[config.mk]
export PLATFORM = sky130hd
export DESIGN_NAME = button_bank_ctrl
export DESIGN_NICKNAME = d
export VERILOG_FILES = /design/src/rtl/button_pkg.sv /design/src/rtl/button_channel.sv /design/src/rtl/button_bank_ctrl.sv
export SDC_FILE = /design/constraint.sdc
export NUM_CORES = 1
export LEC_CHECK = 0
export CAP_MARGIN = 20
export CELL_PAD_IN_SITES_DETAIL_PLACEMENT = 2
export CELL_PAD_IN_SITES_GLOBAL_PLACEMENT = 2
export CORE_ASPECT_RATIO = 0.6
export CORE_UTILIZATION = 43
export CTS_CLUSTER_DIAMETER = 50
export CTS_CLUSTER_SIZE = 30
export DETAILED_ROUTE_END_ITERATION = 16
export GPL_ROUTABILITY_DRIVEN = 0
export PLACE_DENSITY_LB_ADDON = 0.1
export SLEW_MARGIN = 10
export SYNTH_ARGS = -nofsm -noshare
export SYNTH_HDL_FRONTEND = slang
export SYNTH_HIERARCHICAL = 1
export SYNTH_SLANG_ARGS = --single-unit
[constraint.sdc]
create_clock -name i_clk -period 5.18 [get_ports i_clk]
set_input_delay 1.554 -clock i_clk [delete_from_list [all_inputs] [get_ports i_clk]]
set_output_delay 1.554 -clock i_clk [all_outputs]
set_load 0.01 [all_outputs]
[src/rtl/button_pkg.sv]
// Purpose : shared FSM encodings and parameter legality helpers for the button bank.
// Latency : n/a (package only).
// Backpressure: n/a (package only).
//
// Contents:
//   ST_IDLE/ST_DEB_P/ST_HELD/ST_DEB_R - per-channel FSM state codes (2 bits).
//   max3()      - largest of three counts, used to size-check the counters.
//   params_ok() - elaboration-time legality check of the bank parameter set.

package button_pkg;

   localparam int ST_W = 2;

   // Released, debouncing a press, pressed, debouncing a release.
   localparam logic [ST_W-1:0] ST_IDLE  = 2'd0;
   localparam logic [ST_W-1:0] ST_DEB_P = 2'd1;
   localparam logic [ST_W-1:0] ST_HELD  = 2'd2;
   localparam logic [ST_W-1:0] ST_DEB_R = 2'd3;

   function automatic int max3(input int a, input int b, input int c);
      int m;
      m = a;
      if (b > m) m = b;
      if (c > m) m = c;
      return m;
   endfunction

   // The counters must be able to hold the largest programmed count without
   // wrapping, the long-press window has to outlast the debounce window, and
   // every count must be at least one cycle.
   function automatic bit params_ok(input int n_btn,
                                    input int deb,
                                    input int long_press,
                                    input int rep,
                                    input int cnt_w);
      bit    ok;
      longint lim;
      ok = (n_btn >= 1) && (deb >= 1) && (long_press > deb) &&
           (rep >= 1) && (cnt_w >= 1) && (cnt_w <= 62);
      if (ok) begin
         lim = longint'(1) << cnt_w;
         ok  = longint'(max3(deb, long_press, rep)) < lim;
      end
      return ok;
   endfunction

endpackage

[src/rtl/button_channel.sv]
// Purpose : one push-button channel: 2-FF synchroniser, restart-on-bounce
//           debounce both ways, level / press / release / click / long / repeat.
// Latency : level and press/release pulses DEBOUNCE+2 cycles after a clean pin edge;
//           no backpressure, every output is a registered level or 1-cycle pulse.
//
// Ports:
//   i_clk, i_reset       clock and asynchronous active-high reset
//   i_button             raw asynchronous pin
//   o_level              debounced pushed level
//   o_press / o_release  1-cycle pulses on accepted press / release
//   o_click              1-cycle pulse on release when no long press fired
//   o_long               1-cycle pulse LONG_PRESS cycles after o_press
//   o_repeat             1-cycle pulses every REPEAT cycles after o_long

module button_channel
   import button_pkg::*;
#(
   parameter int DEBOUNCE   = 1_000_000,
   parameter int LONG_PRESS = 50_000_000,
   parameter int REPEAT     = 10_000_000,
   parameter int REPEAT_EN  = 1,
   parameter int ACTIVE_LOW = 0,
   parameter int CNT_W      = 32
) (
   input  logic i_clk,
   input  logic i_reset,
   input  logic i_button,
   output logic o_level,
   output logic o_press,
   output logic o_release,
   output logic o_click,
   output logic o_long,
   output logic o_repeat
);

   localparam logic [CNT_W-1:0] ONE_C   = CNT_W'(1);
   localparam logic [CNT_W-1:0] ZERO_C  = '0;
   localparam logic [CNT_W-1:0] DEB_C   = CNT_W'(DEBOUNCE);
   localparam logic [CNT_W-1:0] LONG_C  = CNT_W'(LONG_PRESS - 1);
   localparam logic [CNT_W-1:0] REP_C   = CNT_W'(REPEAT - 1);
   localparam logic             INV_C   = (ACTIVE_LOW != 0);
   localparam logic             REPEN_C = (REPEAT_EN != 0);

   // ---------------------------------------------------------------
   // Synchroniser. Inversion happens before the first flop so that the
   // reset value 0 always means "released" whatever the pin polarity.
   // ---------------------------------------------------------------
   logic sync1_q;
   logic sync2_q;

   always_ff @(posedge i_clk or posedge i_reset) begin
      if (i_reset) begin
         sync1_q <= 1'b0;
         sync2_q <= 1'b0;
      end else begin
         sync1_q <= i_button ^ INV_C;
         sync2_q <= sync1_q;
      end
   end

   logic s;
   assign s = sync2_q;

   // ---------------------------------------------------------------
   // FSM and counters
   // ---------------------------------------------------------------
   logic [ST_W-1:0]  state_q,     state_d;
   logic [CNT_W-1:0] dcnt_q,      dcnt_d;
   logic [CNT_W-1:0] hcnt_q,      hcnt_d;
   logic             long_flag_q, long_flag_d;
   logic             level_q,     level_d;
   logic             press_q,     press_d;
   logic             release_q,   release_d;
   logic             click_q,     click_d;
   logic             long_q,      long_d;
   logic             repeat_q,    repeat_d;

   // dcnt is zero in IDLE and HELD, so dcnt_q+1 is also the "first stable
   // sample" count when a new edge is seen there. A change is accepted on
   // the cycle that samples the DEBOUNCE-th consecutive stable value.
   logic [CNT_W-1:0] dcnt_inc;
   logic             deb_done;

   assign dcnt_inc = dcnt_q + ONE_C;
   assign deb_done = (dcnt_inc == DEB_C);

   always_comb begin
      state_d     = state_q;
      dcnt_d      = dcnt_q;
      hcnt_d      = hcnt_q;
      long_flag_d = long_flag_q;
      level_d     = level_q;
      press_d     = 1'b0;
      release_d   = 1'b0;
      click_d     = 1'b0;
      long_d      = 1'b0;
      repeat_d    = 1'b0;

      case (state_q)
         ST_IDLE: begin
            if (s) begin
               if (deb_done) begin
                  state_d     = ST_HELD;
                  dcnt_d      = ZERO_C;
                  hcnt_d      = ZERO_C;
                  long_flag_d = 1'b0;
                  level_d     = 1'b1;
                  press_d     = 1'b1;
               end else begin
                  state_d = ST_DEB_P;
                  dcnt_d  = dcnt_inc;
               end
            end
         end

         ST_DEB_P: begin
            if (!s) begin
               // Bounce: throw away the partial count and start over.
               state_d = ST_IDLE;
               dcnt_d  = ZERO_C;
            end else if (deb_done) begin
               state_d     = ST_HELD;
               dcnt_d      = ZERO_C;
               hcnt_d      = ZERO_C;
               long_flag_d = 1'b0;
               level_d     = 1'b1;
               press_d     = 1'b1;
            end else begin
               dcnt_d = dcnt_inc;
            end
         end

         ST_HELD: begin
            if (!s) begin
               // hcnt is left alone so a release bounce resumes the hold timing.
               if (deb_done) begin
                  state_d   = ST_IDLE;
                  dcnt_d    = ZERO_C;
                  level_d   = 1'b0;
                  release_d = 1'b1;
                  click_d   = ~long_flag_q;
               end else begin
                  state_d = ST_DEB_R;
                  dcnt_d  = dcnt_inc;
               end
            end else if (!long_flag_q) begin
               if (hcnt_q == LONG_C) begin
                  long_d      = 1'b1;
                  long_flag_d = 1'b1;
                  hcnt_d      = ZERO_C;
               end else begin
                  hcnt_d = hcnt_q + ONE_C;
               end
            end else if (REPEN_C) begin
               if (hcnt_q == REP_C) begin
                  repeat_d = 1'b1;
                  hcnt_d   = ZERO_C;
               end else begin
                  hcnt_d = hcnt_q + ONE_C;
               end
            end
            // With repeat disabled and the long press already reported there
            // is nothing left to time, so hcnt parks instead of wrapping.
         end

         ST_DEB_R: begin
            if (s) begin
               state_d = ST_HELD;
               dcnt_d  = ZERO_C;
            end else if (deb_done) begin
               state_d   = ST_IDLE;
               dcnt_d    = ZERO_C;
               level_d   = 1'b0;
               release_d = 1'b1;
               click_d   = ~long_flag_q;
            end else begin
               dcnt_d = dcnt_inc;
            end
         end

         default: begin
            state_d = ST_IDLE;
            dcnt_d  = ZERO_C;
            level_d = 1'b0;
         end
      endcase
   end

   always_ff @(posedge i_clk or posedge i_reset) begin
      if (i_reset) begin
         state_q     <= ST_IDLE;
         dcnt_q      <= '0;
         hcnt_q      <= '0;
         long_flag_q <= 1'b0;
         level_q     <= 1'b0;
         press_q     <= 1'b0;
         release_q   <= 1'b0;
         click_q     <= 1'b0;
         long_q      <= 1'b0;
         repeat_q    <= 1'b0;
      end else begin
         state_q     <= state_d;
         dcnt_q      <= dcnt_d;
         hcnt_q      <= hcnt_d;
         long_flag_q <= long_flag_d;
         level_q     <= level_d;
         press_q     <= press_d;
         release_q   <= release_d;
         click_q     <= click_d;
         long_q      <= long_d;
         repeat_q    <= repeat_d;
      end
   end

   assign o_level   = level_q;
   assign o_press   = press_q;
   assign o_release = release_q;
   assign o_click   = click_q;
   assign o_long    = long_q;
   assign o_repeat  = repeat_q;

endmodule

[src/rtl/button_bank_ctrl.sv]
// Purpose : bank of N_BTN independent debounced push-button channels for the
//           fan front panel. Latency: DEBOUNCE+2 cycles pin edge to press/release.
// Backpressure: none; all outputs are registered levels or 1-cycle pulses.
//
// Ports (bit k of every vector belongs to channel k):
//   i_clk, i_reset   clock and asynchronous active-high reset
//   i_button         raw asynchronous button pins
//   o_level          debounced pushed level
//   o_press          1-cycle pulse on accepted press
//   o_release        1-cycle pulse on accepted release
//   o_click          1-cycle pulse on release of a press that never went long
//   o_long           1-cycle pulse LONG_PRESS cycles after o_press
//   o_repeat         1-cycle pulse train, REPEAT apart, after o_long

module button_bank_ctrl
   import button_pkg::*;
#(
   parameter int N_BTN      = 4,
   parameter int DEBOUNCE   = 1_000_000,
   parameter int LONG_PRESS = 50_000_000,
   parameter int REPEAT     = 10_000_000,
   parameter int REPEAT_EN  = 1,
   parameter int ACTIVE_LOW = 0,
   parameter int CNT_W      = 32
) (
   input  logic             i_clk,
   input  logic             i_reset,
   input  logic [N_BTN-1:0] i_button,
   output logic [N_BTN-1:0] o_level,
   output logic [N_BTN-1:0] o_press,
   output logic [N_BTN-1:0] o_release,
   output logic [N_BTN-1:0] o_click,
   output logic [N_BTN-1:0] o_long,
   output logic [N_BTN-1:0] o_repeat
);

   // Refuse to elaborate a parameter set whose counters could wrap or whose
   // long-press window is shorter than the debounce window.
   if (!params_ok(N_BTN, DEBOUNCE, LONG_PRESS, REPEAT, CNT_W)) begin : g_bad_params
      $error("button_bank_ctrl: illegal DEBOUNCE/LONG_PRESS/REPEAT/CNT_W combination");
   end

   // Channels share nothing but clock and reset; simultaneous presses give
   // simultaneous pulses on their own bits.
   for (genvar k = 0; k < N_BTN; k++) begin : g_ch
      button_channel #(
         .DEBOUNCE   (DEBOUNCE),
         .LONG_PRESS (LONG_PRESS),
         .REPEAT     (REPEAT),
         .REPEAT_EN  (REPEAT_EN),
         .ACTIVE_LOW (ACTIVE_LOW),
         .CNT_W      (CNT_W)
      ) u_ch (
         .i_clk     (i_clk),
         .i_reset   (i_reset),
         .i_button  (i_button[k]),
         .o_level   (o_level[k]),
         .o_press   (o_press[k]),
         .o_release (o_release[k]),
         .o_click   (o_click[k]),
         .o_long    (o_long[k]),
         .o_repeat  (o_repeat[k])
      );
   end

endmodule

======== After elaboration in Yosys (flattened, before gate mapping) ========
Index checks and enable logic that the tools add are counted.
cells by class
  bitwise operators ....................... 4
  reductions and logical operators ........ 32
  add/sub/neg operators ................... 8
  mux-type cells .......................... 188
  equality and inequality tests ........... 60
operators with widths
  cell                                                               number
  32-bit 2-to-1 mux                                                  44
  32-bit one-hot mux with 4 select lines                             4
  32-bit by 1-bit adder with 32-bit output, second input constant    8
  32-bit one-hot mux with 2 select lines                             4
  32-bit by 20-bit == test with 1-bit output, second input constant  4
  32-bit by 24-bit == test with 1-bit output, second input constant  4
  32-bit by 26-bit == test with 1-bit output, second input constant  4
  1-bit 2-to-1 mux                                                   92
  2-bit 2-to-1 mux                                                   32
  4-bit AND reduction                                                12
  2-bit by 1-bit != test with 1-bit output, second input constant    20
  2-bit one-hot mux with 4 select lines                              4
  2-bit == test, second input constant                               8
  2-bit != test, second input constant                               8
  1-bit one-hot mux with 2 select lines                              8
  2-bit OR reduction                                                 8
  3-bit by 1-bit != test with 1-bit output, second input constant    4
  3-bit != test, second input constant                               4
  2-bit by 1-bit == test with 1-bit output, second input constant    4
  2-bit zero test                                                    4
  2-bit AND reduction                                                4
  2-bit nonzero test                                                 4
  1-bit NOT                                                          4
word-level totals
  input bits .............................. 6
  output and inout port bits .............. 24
  word-level logic and storage cells ...... 340
  flip-flop bits (word level) ............. 300

======== Longest topological paths before layout ========
Gate-level depths: netlist of the first run.
  depth in word-level cells ............... 5
  depth in mapped cells ................... 11
  gate-level depth less buffers ........... 9

======== By module ========
The synthesis of the first run kept the hierarchy.
modules (own cells, without submodules)
  module                             sequential area each (µm²)  cells an instance  area an instance (µm²)  times used
  button_channel (g_ch[1].u_ch ...)  1876.8                      648                5371.4                  2
  button_channel (g_ch[3].u_ch)      1876.8                      545                4792.1                  1
  button_channel (g_ch[0].u_ch)      1876.8                      533                4683.2                  1

======== Worst setup path after synthesis of the first run ========
OpenSTA, ideal clock, no wires.
  kind .................................... register to register
  start ................................... reg g_ch[3].u_ch.dcnt_q[0]
  end ..................................... reg g_ch[3].u_ch.hcnt_q[10]
  setup time .............................. 127 ps
  buffers on the path ..................... 2
  stages on the path, launching flop included .. 11
  data arrival time ....................... 2716 ps
  setup slack ............................. 2337 ps
  cells stage by stage .................... dfrtp_1 -> ha_1 -> nand3_1 -> or2_2 -> or2_2 -> clkbuf_1 -> xnor2_1 -> nand4b_4 -> nor4_4 -> buf_6 -> o22ai_2
between the ends
  longest elaborated chain between the ends .. 4
ends and longest elaborated chain
  element                                             RTL line               text
  from (decl)                                         button_channel.sv:68   logic [CNT_W-1:0] dcnt_q, dcnt_d;
  from (signal assigned)                              button_channel.sv:203  dcnt_q <= dcnt_d;
  32-bit by 1-bit adder with 32-bit output            button_channel.sv:84   assign dcnt_inc = dcnt_q + ONE_C;
  32-bit by 20-bit == test with 1-bit output          button_channel.sv:85   assign deb_done = (dcnt_inc == DEB_C);
  2-bit by 1-bit != test with 1-bit output (no line)  --
  4-bit AND reduction (no line)                       --
  to (signal assigned)                                button_channel.sv:204  hcnt_q <= hcnt_d;
  to (decl)                                           button_channel.sv:69   logic [CNT_W-1:0] hcnt_q, hcnt_d;
Every way passes these cells.
A chain may end at the register's enable or synchronous reset.

======== Final worst setup path of the first run ========
  start ................................... reg g_ch[1].u_ch.dcnt_q[7]
  end ..................................... reg g_ch[1].u_ch.dcnt_q[1]
between the ends
  longest elaborated chain between the ends .. 5
ends and longest elaborated chain
  element                                       RTL line               text
  from (decl)                                   button_channel.sv:68
  from (signal assigned)                        button_channel.sv:203
  32-bit by 1-bit adder with 32-bit output *    button_channel.sv:84
  32-bit by 20-bit == test with 1-bit output *  button_channel.sv:85
  32-bit 2-to-1 mux *                           --
  32-bit 2-to-1 mux, on equally long branches   --
  32-bit one-hot mux with 4 select lines *      button_channel.sv:99   case (state_q)
Mark *: on every way between the ends. The rest lies on a longest branch, timed or not. The select of a mux whose other input is x is not followed.

==> impl_metrics.yaml, run 1 <==
status:
  status: "completed"
drt:
  drcViolationCount: 0
  wirelength_um: 72400
  dr.first_iter.drc_count: 1527
  vias_per_cell: 6.53
  post_drt_wl_per_cell_um: 24.4
  drt_pass1_iterations: 5
  vias: 19400
  ant_nets: 0
final_layout:
  fin_area_um2: 21800
  diodes: 0
  postLayoutCoreUtil: 0.471
  final_cells: 2967
  num-fill-cells: 5192
  area_growth_pct: 7.95
  layout.nets: 2327
  drive_gt1_frac: 0.115
global_route:
  grt_pass1_vias: 20200
  grt-ovfl-total: 0
  grt_pass1_wl_um: 117000
  grt_use_total: 0.305
  grt_start_max_net_pins: 76
  antenna_found_initial: 0
power_and_ir_drop:
  p_leak_uw: 0.00809
  vdd_drop_max_mv: 0.162
  finalPower_uw: 5200
  powerDensity_nw_per_um2: 238
clock_network:
  cts_resized: 0
  clkLatencyLatePin_ps: 540
  clk_pin_slew_ps: 70
  hold_buffers: 0
  cts.sinks: 300
  clockRootBuffer: "clkbuf_16"
  cts_buffers: 35
  cts_buffer_depth: 3
  cts_max_level: 2
  cts_setup_buffers: 0
  cts_tree: "yes"
timing:
  rsz0062_at_grt: "false"
  drv_slew: 0
  worstMarginPinSlew_ps: 1080
  relSlewSlack: 0.276
  setup_tns_ps: 0
  skew_ps: 15.4
  min_period_ps: 3950
  finalHoldViolCount: 0
  fmax_mhz: 253
  period_share: 0.763
  setup_viol: 0
worst_setup_path:
  cp-end-kind: "register"
  critical_path_arrival_ps: 4330
  crit_path_top_delay_cell: "nor3_2"
  cp.buffers_inverters: 0
  critPathRequiredTime_ps: 5560
  crit_path_max_incr_delay_ps: 730
  worst-setup-path-type: "register to register"
  cp_max_fo: 12
  cp-start-kind: "register"
  cp_top_family: "simple AND/OR/NAND/NOR gates"
  cp_cell_sequence: "nand4_1 > or3_1 > or4_2 > a22oi_1 > nand4_2 > nor3_2 > o21ai_0"
yosys:
  syn_inst: 2374
  async_flop_share: 1.00
  synth-warning-count: 6
  synth_top_cells_by_count: "dfrtp_1 (300), nor2_1 (253), nand2_1 (238)"
  synth-edff-count: 0
  yosys.cell_count.top_type: "dfrtp_1"
  synth_ff_type: "dfrtp_1"
  seq_area_frac_synth: 0.371
  ys_ff_latch: 300
  synth_top_area_share: 0.371
  syn-cell-area_um2: 20200
  ys_types: 102
  synthTopCellsByArea: "dfrtp_1 (37%), nor2_1 (4.7%), nand2_1 (4.4%)"
  yosysTopAreaCell: "dfrtp_1"
  avgSynthCellArea_um2: 8.52
  synth_nets: 2388
placed_design:
  detailed_place_hpwl_um: 51100
  placed_area_um2: 20600
  port_buffers: 29
  dpl.cell_count: 2904
die:
  core_area_um2: 46300
  rows: 61
  die_x_um: 282
  start_util: 0.436
  io_pins: 30
  die-area_um2: 47900
  die_y_um: 170
run:
  drv_cap: 0
min_path:
  hp-class: "register to register"
final timing paths:
kind | cells past startpoint | startpoint | to | slack [ps]
setup / recovery | 7 | g_ch[1].u_ch/dcnt_q[7]$_DFFE_PP0P_ | g_ch[1].u_ch/dcnt_q[1]$_DFFE_PP0P_ | 1230
hold / removal | 0 | g_ch[1].u_ch/sync1_q$_DFF_PP0_ | g_ch[1].u_ch/s$_DFF_PP0_ | 350
setup reg to reg | 7 | g_ch[1].u_ch/dcnt_q[7]$_DFFE_PP0P_ | g_ch[1].u_ch/dcnt_q[1]$_DFFE_PP0P_ | 1230
hold reg to reg | 0 | g_ch[1].u_ch/sync1_q$_DFF_PP0_ | g_ch[1].u_ch/s$_DFF_PP0_ | 350
max in group asynchronous | 3 | i_reset | g_ch[3].u_ch/hcnt_q[25]$_DFFE_PP0P_ | 2470
min in group asynchronous | 2 | i_reset | g_ch[2].u_ch/s$_DFF_PP0_ | 1610
sequential cells by signal, indices dropped and copies added (netlist names):
name / flops
g_ch.u_ch/o_press: 4
g_ch.u_ch/o_level: 4
g_ch.u_ch/o_repeat: 4
g_ch.u_ch/o_release: 4
g_ch.u_ch/sync1_q: 4
g_ch.u_ch/o_long: 4
g_ch.u_ch/s: 4
g_ch.u_ch/hcnt_q: 128
g_ch.u_ch/dcnt_q: 128
g_ch.u_ch/o_click: 4
g_ch.u_ch/state_q: 8
g_ch.u_ch/long_flag_q: 4
report_power, final:
| part | switching (µW) | internal, µW | total [µW] |
|---|---|---|---|
| Combinational | 160 | 56.7 | 217 |
| Clock | 1180 | 1390 | 2570 |
| Sequential | 50.1 | 2360 | 2410 |
| Total | 1390 | 3810 | 5200 |
per-stage QoR:
stage               hold slack, ps  setup slack, ps
global route                   361             1070
floorplan                      331             1720
detailed placement             336             1390
CTS                            352             1340
global placement               333             1510
finish                         351             1230
layout by cell type (no fill, tap or decap), types with 27 or more instances in the layout:
cell / n
a21oi_1: 124
a31oi_1: 38
and2_1: 27
and3_1: 43
buf_4: 29
clkbuf_16: 37
clkdlybuf4s50_1: 29
dfrtp_1: 300
inv_1: 40
nand2_1: 238
nand3_1: 104
nand4_1: 99
nor2_1: 253
nor3_1: 96
nor4_1: 50
o21ai_0: 102
o21ai_2: 37
o31ai_1: 38
o32ai_1: 27
or3_1: 48
xnor2_1: 64
xor2_1: 48
per-layer routing:
metal / routed length, µm / GRT usage / vias up / part of all wire
li1: - / - / 8701 / -
met1: 36600 / 0.479 / 10200 / 0.51
met2: 31500 / 0.449 / 422 / 0.43
met3: 3600 / 0.0350 / 66 / 0.050
met4: 748 / 0.0484 / 0 / 0.010
met5: 0 / 0 / - / 0
logic make-up (layout without fill, tap and decap cells):
group,after synthesis,after routing,share of synthesized area
simple gates,1159,1159,0.315
flops,300,300,0.371
fa+ha+maj,8,8,0.00495
xor+xnor,112,112,0.0485
mux,15,15,0.00761
compound gates,576,576,0.200
buf+inv,204,167,0.0530
layout make-up:
cell class	instances	area (µm²)	area share
Multi-Input combinational cell	1870	11600	0.533
Sequential cell	300	7510	0.344
Clock buffer	37	926	0.0424
Tap cell	630	788	0.0361
Timing Repair Buffer	62	573	0.0263
Clock inverter	24	223	0.0102
Inverter	44	170	0.00780
Note: power is estimated with default switching activity, not from simulation.
==> run 2: changes to the inputs <==
CORE_UTILIZATION = 36   (was 43)
clock period = 3.6 ns   (was 5.18 ns; I/O delays follow)
==> run 2 against run 1 <==
Register-to-register slack got worse by 1000 ps. Sequential power up 44%. Clock skew up 19 ps. Non-clock buffer count is 70 higher. Die area is 19% higher. Global-route usage fell by 5.2 points. Core utilization shrank 5.7 points. Sequential share of layout area down 1.3 points. First-iteration DRC count fell by 22%. Sequential cell count did not move. Routed wire length down 0.90%.
==> impl_metrics.yaml, run 2 (synthesized netlist as in run 1, its figures left out) <==
worst_setup_path:
  worstReg2RegStart: "g_ch[1].u_ch/dcnt_q[3]$_DFFE_PP0P_"
  cp-end-kind: "register"
  rrSetupSlack_ps: 190
  cp-start-kind: "register"
  worst-setup-path-type: "register to register"
  rr_worst_depth: 8
  cp_max_fo: 32
  r2r_end: "g_ch[1].u_ch/hcnt_q[23]$_DFFE_PP0P_"
  critical_path_arrival_ps: 3840
  startpoint: "g_ch[1].u_ch/dcnt_q[3]$_DFFE_PP0P_"
  crit_path_end: "g_ch[1].u_ch/hcnt_q[23]$_DFFE_PP0P_"
  critPathRequiredTime_ps: 4030
drt:
  ant_nets: 0
  vias_per_cell: 6.04
  drcViolationCount: 0
  wirelength_um: 71800
  dr.first_iter.drc_count: 1187
  post_drt_wl_per_cell_um: 22.7
  drt_pass1_iterations: 7
  vias: 19100
power_and_ir_drop:
  finalPower_uw: 7710
  powerDensity_nw_per_um2: 340
  vdd_drop_max_mv: 0.274
  p_leak_uw: 0.00854
global_route:
  grt_use_total: 0.253
  grt_pass1_wl_um: 116000
  antenna_found_initial: 0
  grt_pass1_vias: 20100
  grt-ovfl-total: 0
  grt_start_max_net_pins: 76
final_layout:
  largestRegisters: "g_ch.u_ch/dcnt_q x128, g_ch.u_ch/hcnt_q x128, g_ch.u_ch/state_q x8"
  num-fill-cells: 6134
  final_cells: 3162
  ff_latch_area_um2: 7510
  layout.nets: 2401
  layout.cells.most_common: "dfrtp_1"
  area_growth_pct: 12.2
  multi_input_area_um2: 11700
  postLayoutCoreUtil: 0.414
  diodes: 0
  layout_common_cells: "dfrtp_1 (300), nor2_1 (252), nand2_1 (238)"
  drive_gt1_frac: 0.141
clock_network:
  cts_buffer_depth: 3
  cts_tree: "yes"
  cts.sinks: 300
  cts_setup_buffers: 0
  clockRootBuffer: "clkbuf_16"
  clkLatencyLatePin_ps: 590
  cts_max_level: 2
  cts_buffers: 39
  clk_pin_slew_ps: 60
die:
  rows: 66
  start_util: 0.369
  die-area_um2: 57100
  core_area_um2: 54800
  die_y_um: 186
  io_pins: 30
  die_x_um: 308
timing:
  holdWs_ps: 351
  period_share: 0.948
  finalHoldViolCount: 0
  worstMarginPinSlew_ps: 1150
  fmax_mhz: 293
  rsz0062_at_grt: "true"
  drv_slew: 0
  setup_viol: 0
  relSlewSlack: 0.236
  min_period_ps: 3410
  skew_ps: 34.1
  setup_tns_ps: 0
placed_design:
  port_buffers: 29
  detailed_place_hpwl_um: 51600
  dpl.cell_count: 3094
min_path:
  hp-class: "register to register"
  holdPathStages: 0
status:
  status: "completed"
run:
  drv_cap: 0
run 2: cell types whose count changed in the layout (fill, tap and decap cells not counted), sizes merged:
| cell | previous run | this run |
|---|---|---|
| buf | 33 | 103 |
| bufinv | 1 | 0 |
| clkbuf | 37 | 50 |
| clkinv | 9 | 12 |
| clkinvlp | 7 | 1 |
| inv | 51 | 49 |
run 2: critical path, stage by stage, from the launching register on:
cell,delay [ps]
dfrtp_1,470
nand4_2,230
or3_1,700
nor4_1,500
o211ai_1,140
or4_4,490
nor4_4,280
buf_12,280
a41oi_1,150
run 2: timing repair:
item / CTS / global route
resized for setup: 0 / 3
endpoints found under the setup margin: 0 / 17
hold buffers: 0 / 0
run 2: layout make-up:
cell class | instances | share of cell area
multi-input cells | 1870 | 0.513
well taps | 748 | 0.0412
flip-flops and latches | 300 | 0.331
clock buffers | 50 | 0.0475
clock inverters | 18 | 0.00755
repair buffers | 132 | 0.0518
inverters | 44 | 0.00750
run 2: per-layer routing:
| layer | track usage | share of wire |
|---|---|---|
| met2 | 0.361 | 0.41 |
| met5 | 0 | 0 |
| met3 | 0.0355 | 0.045 |
| met4 | 0.0498 | 0.012 |
| met1 | 0.398 | 0.53 |
run 2: power breakdown:
| part | switching [µW] | internal, µW |
|---|---|---|
| combinational | 228 | 88.5 |
| sequential | 71.0 | 3400 |
| clock | 1740 | 2170 |
| total | 2040 | 5670 |
run 2: metrics by stage:
stage               instance area (µm²)  worst slack [ps]
finish                            22700               188
global route                      22700             -22.1
CTS                               22700               103
detailed placement                21400               148
global placement                  21400               359
floorplan                         20200               610
run 2: how the worst min path moves through the flow:
stage / start / to
floorplan: g_ch[0].u_ch/sync1_q$_DFF_PP0_ / g_ch[0].u_ch/s$_DFF_PP0_
global placement: g_ch[3].u_ch/sync1_q$_DFF_PP0_ / g_ch[3].u_ch/s$_DFF_PP0_
detailed placement: g_ch[3].u_ch/sync1_q$_DFF_PP0_ / g_ch[3].u_ch/s$_DFF_PP0_
CTS: g_ch[3].u_ch/sync1_q$_DFF_PP0_ / g_ch[3].u_ch/s$_DFF_PP0_
global route: g_ch[3].u_ch/sync1_q$_DFF_PP0_ / g_ch[3].u_ch/s$_DFF_PP0_
finish: g_ch[3].u_ch/sync1_q$_DFF_PP0_ / g_ch[3].u_ch/s$_DFF_PP0_
==> run 3: changes to the inputs <==
CORE_MARGIN = 10   (was default)
==> run 3 against run 2 <==
Clock power grew 13%. Hold slack better by 1.0 ps. Cell count grew 0.76%. Routed wire length rose by 3.1%. Core utilization is 0.15 points lower. Sequential cell count stayed put. Combinational power rose by 3%. Critical path type unchanged.
==> impl_metrics.yaml, run 3 (synthesized netlist as in run 1, its figures left out) <==
run:
  drv_cap: 0
final_layout:
  diodes: 0
  area_growth_pct: 13.5
  drive_gt1_frac: 0.149
  num-fill-cells: 6218
  multi_input_area_um2: 11700
  layout.cells.most_common: "dfrtp_1"
  layout_common_cells: "dfrtp_1 (300), nor2_1 (253), nand2_1 (238)"
  ff_latch_area_um2: 7510
  postLayoutCoreUtil: 0.412
  largestRegisters: "g_ch.u_ch/dcnt_q x128, g_ch.u_ch/hcnt_q x128, g_ch.u_ch/state_q x8"
  layout.nets: 2408
worst_setup_path:
  cp.buffers_inverters: 1
  crit_path_top_delay_cell: "or4bb_1"
  cp_top_family: "simple AND/OR/NAND/NOR gates"
  critPathRequiredTime_ps: 4050
  cp_max_fo: 17
  cp_cell_sequence: "or4bb_1 > or4_1 > a2111oi_4 > or2_1 > buf_4 > a31oi_1 > a211oi_1 > o21ai_2"
  critical_path_arrival_ps: 3840
  worst-setup-path-type: "register to register"
  cp-start-kind: "register"
  crit_path_max_incr_delay_ps: 580
  cp-end-kind: "register"
drt:
  drt_pass1_iterations: 7
  vias: 19300
  dr.first_iter.drc_count: 1425
  wirelength_um: 74000
  post_drt_wl_per_cell_um: 23.2
  drcViolationCount: 0
  ant_nets: 0
  vias_per_cell: 6.06
timing:
  rsz0062_at_grt: "false"
  setup_ws_ps: 212
  relSlewSlack: 0.257
  finalHoldViolCount: 0
  drv_slew: 0
  worstMarginPinSlew_ps: 1110
  period_share: 0.941
  setup_viol: 0
  fmax_mhz: 295
  min_period_ps: 3390
  skew_ps: 22.1
  setup_tns_ps: 0
die:
  io_pins: 30
  die_x_um: 326
  rows: 67
  core_area_um2: 55700
  die_y_um: 204
  start_util: 0.363
  die-area_um2: 66400
clock_network:
  cts_tree: "yes"
  cts.sinks: 300
  clk_pin_slew_ps: 70
  cts_buffer_depth: 3
  cts_buffers: 41
  hold_buffers: 0
  clkLatencyLatePin_ps: 570
  cts_max_level: 2
  clockRootBuffer: "clkbuf_16"
min_path:
  hp-class: "register to register"
status:
  status: "completed"
global_route:
  antenna_found_initial: 0
  grt-ovfl-total: 0
  grt_pass1_wl_um: 121000
  grt_pass1_vias: 20300
  grt_use_total: 0.220
  grt_start_max_net_pins: 50
placed_design:
  dp_slack_ps: 163
  port_buffers: 29
  detailed_place_hpwl_um: 53600
power_and_ir_drop:
  vdd_drop_max_mv: 0.254
  finalPower_uw: 8220
  p_leak_uw: 0.00866
  powerDensity_nw_per_um2: 358
==> run 3: final cells by class <==
class,count,area share
Timing Repair Buffer,137,0.0517
Sequential cell,300,0.327
Clock buffer,44,0.0475
Clock inverter,32,0.0164
Tap cell,759,0.0414
Multi-Input combinational cell,1870,0.509
Inverter,44,0.00741
==> run 3: final timing paths <==
kind	from	end	slack (ps)	cells past startpoint
worst max-delay path	g_ch[2].u_ch/hcnt_q[17]$_DFFE_PP0P_	g_ch[2].u_ch/hcnt_q[31]$_DFFE_PP0P_	210	8
worst min-delay path	g_ch[3].u_ch/sync1_q$_DFF_PP0_	g_ch[3].u_ch/s$_DFF_PP0_	350	0
worst max register to register	g_ch[2].u_ch/hcnt_q[17]$_DFFE_PP0P_	g_ch[2].u_ch/hcnt_q[31]$_DFFE_PP0P_	210	8
worst min register to register	g_ch[3].u_ch/sync1_q$_DFF_PP0_	g_ch[3].u_ch/s$_DFF_PP0_	350	0
max in group asynchronous	i_reset	g_ch[0].u_ch/hcnt_q[21]$_DFFE_PP0P_	1670	3
min in group asynchronous	i_reset	g_ch[1].u_ch/dcnt_q[30]$_DFFE_PP0P_	1210	2
==> run 3: metrics by stage <==
step	std cells	hold WS (ps)	area (µm²)
after floorplan	2374	331	20200
after global placement	3107	335	21400
after detailed placement	3108	340	21400
after CTS	3184	356	22900
after global routing	3186	358	23000
final	3186	352	23000
==> run 3: power breakdown <==
part           total (µW)  internal [µW]  switching [µW]  leakage (µW)
Sequential           3480           3400            72.2       0.00415
Combinational         324           91.7             232       0.00381
Clock                4420           2510            1910      0.000705
Total                8220           6010            2210       0.00866
==> run 3: routing by layer <==
metal | wire length (µm) | GRT usage | up-vias
li1 | - | - | 8873
met4 | 1010 | 0.0382 | 0
met2 | 30100 | 0.307 | 326
met5 | 0 | 0 | -
met3 | 3040 | 0.0294 | 77
met1 | 39900 | 0.351 | 10000
==> run 3: worst register-to-register path, stage by stage (launching register included) <==
cell	delay, ps
dfrtp_1	550
or4bb_1	580
or4_1	570
a2111oi_4	560
or2_1	250
buf_4	270
a31oi_1	90
a211oi_1	320
o21ai_2	90
==> run 3: repair_timing <==
action                                 4_1_cts  5_1_grt
setup buffers                                0        1
endpoints found under the hold margin        0        0
setup endpoints to repair                    0       49
resized for setup                            0        5
